===== src/rtl/hero_pkg.sv =====
// hero_pkg: screen/sprite geometry and bomb state encoding shared by the hero game blocks.
package hero_pkg;
   localparam int SCREEN_X_MAX = 635;
   localparam int SCREEN_Y_MAX = 475;
   localparam int CHAR_HALF_W  = 13;
   localparam int CHAR_HALF_H  = 28;
   localparam int BOMB_HALF    = 10;
   // Bomb rests on the floor line of the character sprite.
   localparam int BOMB_Y_OFF   = CHAR_HALF_H - BOMB_HALF;
   localparam int BOMB_Y_MAX   = SCREEN_Y_MAX - BOMB_HALF - 1;
   typedef enum logic [1:0] {
      IDLE  = 2'd0,
      FUSE1 = 2'd1,
      FUSE2 = 2'd2,
      BLAST = 2'd3
   } bomb_state_t;
endpackage


===== src/rtl/bomb_ctrl_rise_detect.sv =====
// rise_detect: one-cycle pulse on the rising edge of an already synchronised level.
module rise_detect (
   input  logic clk,
   input  logic reset_n,
   input  logic din,
   output logic rise
);
   logic prev;
   always_ff @(posedge clk)
      prev <= reset_n ? din : 1'b0;
   assign rise = din & ~prev;
endmodule


===== src/rtl/bomb_ctrl.sv =====
// bomb_ctrl: drop, fuse timing, blast display and character hit detection for the hero's bombs.
module bomb_ctrl
   import hero_pkg::*;
#(
   parameter int STEP_FRAMES  = 30,
   parameter int BLAST_FRAMES = 15,
   parameter int BOMB_STOCK   = 6,
   parameter int BLAST_RADIUS = 40
) (
   input  logic       clk,
   input  logic       reset_n,
   input  logic       frame_tick,
   input  logic       active,
   input  logic       level_start,
   input  logic       f_key,
   input  logic [9:0] char_pos_x,
   input  logic [9:0] char_pos_y,
   output logic [9:0] bomb_pos_x,
   output logic [9:0] bomb_pos_y,
   output logic [3:0] b_cnt,
   output logic [2:0] bombs_left,
   output logic       char_hit
);
   localparam int MAX_FRAMES = (STEP_FRAMES > BLAST_FRAMES) ? STEP_FRAMES : BLAST_FRAMES;
   localparam int CW = $clog2(MAX_FRAMES + 1);
   bomb_state_t   state;
   logic [CW-1:0] frames;
   logic          drop;
   logic [10:0]   y_off;
   logic [10:0]   dx;
   logic [10:0]   dy;
   logic [10:0]   ax;
   logic [10:0]   ay;
   logic          hit;
   logic          last_frame;
   rise_detect u_rise (
      .clk     (clk),
      .reset_n (reset_n),
      .din     (f_key),
      .rise    (drop)
   );
   // Distances are 11-bit two's complement; the magnitude is compared unsigned.
   always_comb begin
      y_off      = {1'b0, char_pos_y} + 11'(BOMB_Y_OFF);
      dx         = {1'b0, char_pos_x} - {1'b0, bomb_pos_x};
      dy         = y_off - {1'b0, bomb_pos_y};
      ax         = dx[10] ? -dx : dx;
      ay         = dy[10] ? -dy : dy;
      hit        = (ax < 11'(BLAST_RADIUS)) && (ay < 11'(CHAR_HALF_H));
      last_frame = frames == ((state == BLAST) ? CW'(BLAST_FRAMES - 1) : CW'(STEP_FRAMES - 1));
   end
   always_ff @(posedge clk) begin
      if (!reset_n) begin
         state      <= IDLE;
         frames     <= '0;
         bomb_pos_x <= '0;
         bomb_pos_y <= '0;
         bombs_left <= 3'(BOMB_STOCK);
         char_hit   <= 1'b0;
      end else begin
         char_hit <= 1'b0;
         if (level_start) begin
            state      <= IDLE;
            frames     <= '0;
            bombs_left <= 3'(BOMB_STOCK);
         end else if (state == IDLE) begin
            frames <= '0;
            if (drop && active && bombs_left != 3'd0) begin
               bomb_pos_x <= char_pos_x;
               bomb_pos_y <= (y_off > 11'(BOMB_Y_MAX)) ? 10'(BOMB_Y_MAX) : y_off[9:0];
               bombs_left <= bombs_left - 3'd1;
               state      <= FUSE1;
            end
         end else if (!active) begin
            state  <= IDLE;
            frames <= '0;
         end else if (frame_tick) begin
            if (last_frame) begin
               frames   <= '0;
               state    <= (state == FUSE1) ? FUSE2 : (state == FUSE2) ? BLAST : IDLE;
               char_hit <= (state == FUSE2) && hit;
            end else begin
               frames <= frames + CW'(1);
            end
         end
      end
   end
   assign b_cnt = {2'b00, state};
endmodule


===== config.mk =====
export PLATFORM = sky130hd
export DESIGN_NAME = bomb_ctrl
export DESIGN_NICKNAME = d
export VERILOG_FILES = /design/src/rtl/hero_pkg.sv /design/src/rtl/bomb_ctrl_rise_detect.sv /design/src/rtl/bomb_ctrl.sv
export SDC_FILE = /design/constraint.sdc
export NUM_CORES = 1
export LEC_CHECK = 0
export ABC_CLOCK_PERIOD_IN_PS = 3130
export CAP_MARGIN = 30
export CORE_MARGIN = 2
export CORE_UTILIZATION = 45
export CTS_CLUSTER_SIZE = 14
export DETAILED_ROUTE_END_ITERATION = 6
export HOLD_SLACK_MARGIN = 0.03
export PLACE_DENSITY = 0.79
export SLEW_MARGIN = 20
export SYNTH_ARGS = -nofsm -noshare
export SYNTH_HDL_FRONTEND = slang
export SYNTH_HIERARCHICAL = 1
export SYNTH_SLANG_ARGS = --single-unit
export TNS_END_PERCENT = 1

===== constraint.sdc =====
create_clock -name clk -period 3.13 [get_ports clk]
set_clock_uncertainty 0.1 [all_clocks]
set_input_delay 0.4695 -clock clk [delete_from_list [all_inputs] [get_ports clk]]
set_output_delay 0.4695 -clock clk [all_outputs]
set_load 0.02 [all_outputs]

==> impl_results.md <==
- Delay-heaviest family, CP: compound AO/OA/AOI/OAI gates
- Post-route ant nets: 0
- WS Path Type: input port to flop
- Final #Nets: 489
- Flop2flop setup slack: 0.15 ns
- Post-placement cell area: between 3000 and 4000 µm²
- Power per cell area: 355 nW/µm²
- Multi-input combinational cell area: roughly 2000 µm²
- Rows: 27
- Cell with the largest stage delay on the worst path: a221oi_4
- Capturing point of the worst reg2reg path: char_hit
- CP required: around 3.2 ns
- Synth Cell Area: approximately 2600 µm²
- Post-layout util: 0.717
- Core ar.: ~5500 µm²
- DP HPWL: between 4000 and 5000 µm
- Share of layout cells above drive strength 1: 0.267
- Skew-Pair Late Insertion Delay: between 0.2 and 0.3 ns
- Status: finished, final reports clean
- Clk buf depth: 2
- Largest net degree at the start of global routing: 23
- Max Slew Vio Count: 0
- Synth top cells by count: nand2_1, inv_1, dfxtp_1
- Setup TNS: 0 ns
- Die height: approximately 79 µm
- GRT overflow: 0
- I/O Pins: 54
- WL/cell: 14.7 µm
- Final Instance Area: between 3000 and 4000 µm²
- Port buffer count: 51
- Met3 usage in global routing: 0.0386
- Vias in the first global route: 2538
- Arr. time, crit path: 3.17 ns
- CTS HTree Levels: 2
- Final Non-Filler Cells: ~510
- Initial Util: 0.464
- R2R Path Start: bomb_pos_y[0]
- Total Wirelength: between 7000 and 8000 µm
- Seq cells post-synth: 32
- Placed Cells: about 490
- DRC viols: 0
- Synth cell types: approximately 50
- Mean Syn Cell Area: roughly 8 µm²
- Hold WS: roughly 0.38 ns
- Register area: approximately 640 µm²
- Final hold violations: 0
- Top_reg_cell synth: dfxtp_1
- Via density: roughly 5.4
- Async set-reset flop share out of synthesis: 0
- Crit path max fanout: 3
- HP Start: bomb_pos_x[3]
- Share of the synthesized area in the top cell type: 0.251
- CTS hold repair buffers: 0
- Total Routing Usage GR: 0.216
- Syn-to-layout area delta: 54.7%
- Period utilization: 0.981
- Gp weighted congestion: around 0.86
- Leak: roughly 0.0016 µW
- FILL cells: ~410
- Initial antenna violation count: 0
- CP max stage delay: 0.37 ns
- Fmax: approximately 330 MHz
- Hold Crit Endpoint: bomb_pos_x[3]
- Cell with the most instances after synthesis: nand2_1
- Sequential area share after synthesis: 0.251
- CTS buffer count: 5
- Synth warn: 6
- Reg clk slew, reported paths: 0.07 ns
- M2 GR Usage: 0.403
- Crit start category: input port
- GR peak layer: met2
- Fin crit period: between 3 and 4 ns
- Synth area leader: dfxtp_1
- # clock sinks: 32
- Worst Hold Path Cells: 2
- Top post-synthesis cells by area: dfxtp_1, ha_1, nand2_1, inv_1, xor2_1
- Peak VDD IR: 0.245 mV
- Cell Chain, Critical Path: buf_6, ha_4, a21oi_4, xnor2_4, ha_4, buf_6, a221oi_4, buf_4, xnor2_1, nor2_2, a2111oi_4, mux2i_2, a2111oi_4
- CP endpoint kind: flop
- Post-synth EDFFs: 0
- Initial DRC Count: 100
- WP buf/inv: 3
- Die width: around 79 µm
- Met1 global-route usage: 0.252
- First-pass iteration count of the detailed router: 5
- Endpoints failing setup: 0
- CTS tree: done
- # diodes: 0
- Total of max-cap violations: 0
- Clock Tree Root: clkbuf_8
- Post-Syn Instances: 320
- Global-route wire length before repair: 10800 µm
- HP Class: flop to flop
- Reg2Reg Depth: 11
- Die area: roughly 6300 µm²
- Via count: between 2000 and 3000
-- repair_timing --
item / 4_1_cts / 5_1_grt
pin swaps: 23 / 30
setup buffers: 5 / 6
endpoints found under the setup margin: 1 / 1
endpoints found under the hold margin: 0 / 0
resized for setup: 20 / 46
-- area by class of cell --
cell class	instances	area share
inverter	36	0.0342
clock inverter	2	0.00887
timing repair buffer	113	0.251
sequential	32	0.162
tap	72	0.0228
multi-input combinational	245	0.502
clock buffer	6	0.0184
-- placed cells by master, fill, tap and decap left out, types with 3 or more instances in the layout --
cell,n
a21boi_0,11
dfxtp_1,32
ha_1,24
clkdlybuf4s50_1,41
nor3_1,4
nor2b_1,6
inv_1,36
a22oi_1,5
nand2b_1,4
o21bai_1,3
nand3_1,9
a21oi_2,4
a31oi_1,3
nand2_1,38
a2111oi_4,3
xor2_2,5
o21ai_0,8
clkbuf_8,5
xor2_1,11
a21o_1,4
dlymetal6s2s_1,4
buf_4,58
nor2_1,20
nand4_1,4
xnor2_1,11
buf_6,6
a21oi_1,11
-- per-layer routing --
metal,part of all wire,wire [µm]
met1,0.41,3040
met2,0.50,3740
met3,0.050,372
met4,0.036,269
met5,0,0
-- flip-flops by register name, indices dropped and copies added, names as in the netlist --
signal       flops
bomb_pos_x      10
bomb_pos_y      10
bombs_left       3
char_hit         1
frames           5
state            2
u_rise/prev      1
-- tightest hold or removal path: cells and delay by family, from the launching register on --
kind	cells	cell delay, ns
AO/OA/AOI/OAI	1	0.06
flip-flops	1	0.32
AND/OR/NAND/NOR	1	0.05
-- stage by stage --
step / power [µW] / setup slack, ns
after global placement: 883 / -0.451
after detailed placement: 899 / -0.583
after global routing: 1470 / -0.0547
after floorplan: 703 / 0.0250
after CTS: 1320 / 0.00174
final: 1400 / 0.0595
-- where the power goes --
group / switching, µW / internal [µW] / leakage (µW) / total, µW
clock: 165 / 236 / 0.0000552 / 402
sequential: 8.45 / 417 / 0.000259 / 425
combinational: 285 / 291 / 0.00131 / 576
total: 459 / 944 / 0.00163 / 1400
-- worst max-delay path by stage --
stage                        startpoint        to  slack (ns)  depth (start not counted)
final                     char_pos_y[1]  char_hit        0.06                         13
after floorplan           char_pos_y[1]  char_hit        0.03                         12
after detailed placement  char_pos_y[1]  char_hit       -0.58                         14
after global routing      char_pos_y[1]  char_hit       -0.05                         14
after global placement    char_pos_y[1]  char_hit       -0.45                         14
after CTS                 char_pos_y[5]  char_hit       0.002                         12
-- cell families (layout without fill, tap and decap cells) --
group                    after synthesis  in the layout  share of synthesized area
buffers and inverters                 44            157                     0.0676
flip-flops                            32             32                      0.251
XOR/XNOR                              29             29                      0.102
multiplexers                           3              3                     0.0118
AO/OA/AOI/OAI                         73             73                      0.207
AND/OR/NAND/NOR                      108            108                      0.206
adder cells (fa/ha/maj)               30             30                      0.153
other                                  1              2                    0.00147
Note: power is estimated with default switching activity, not from simulation.
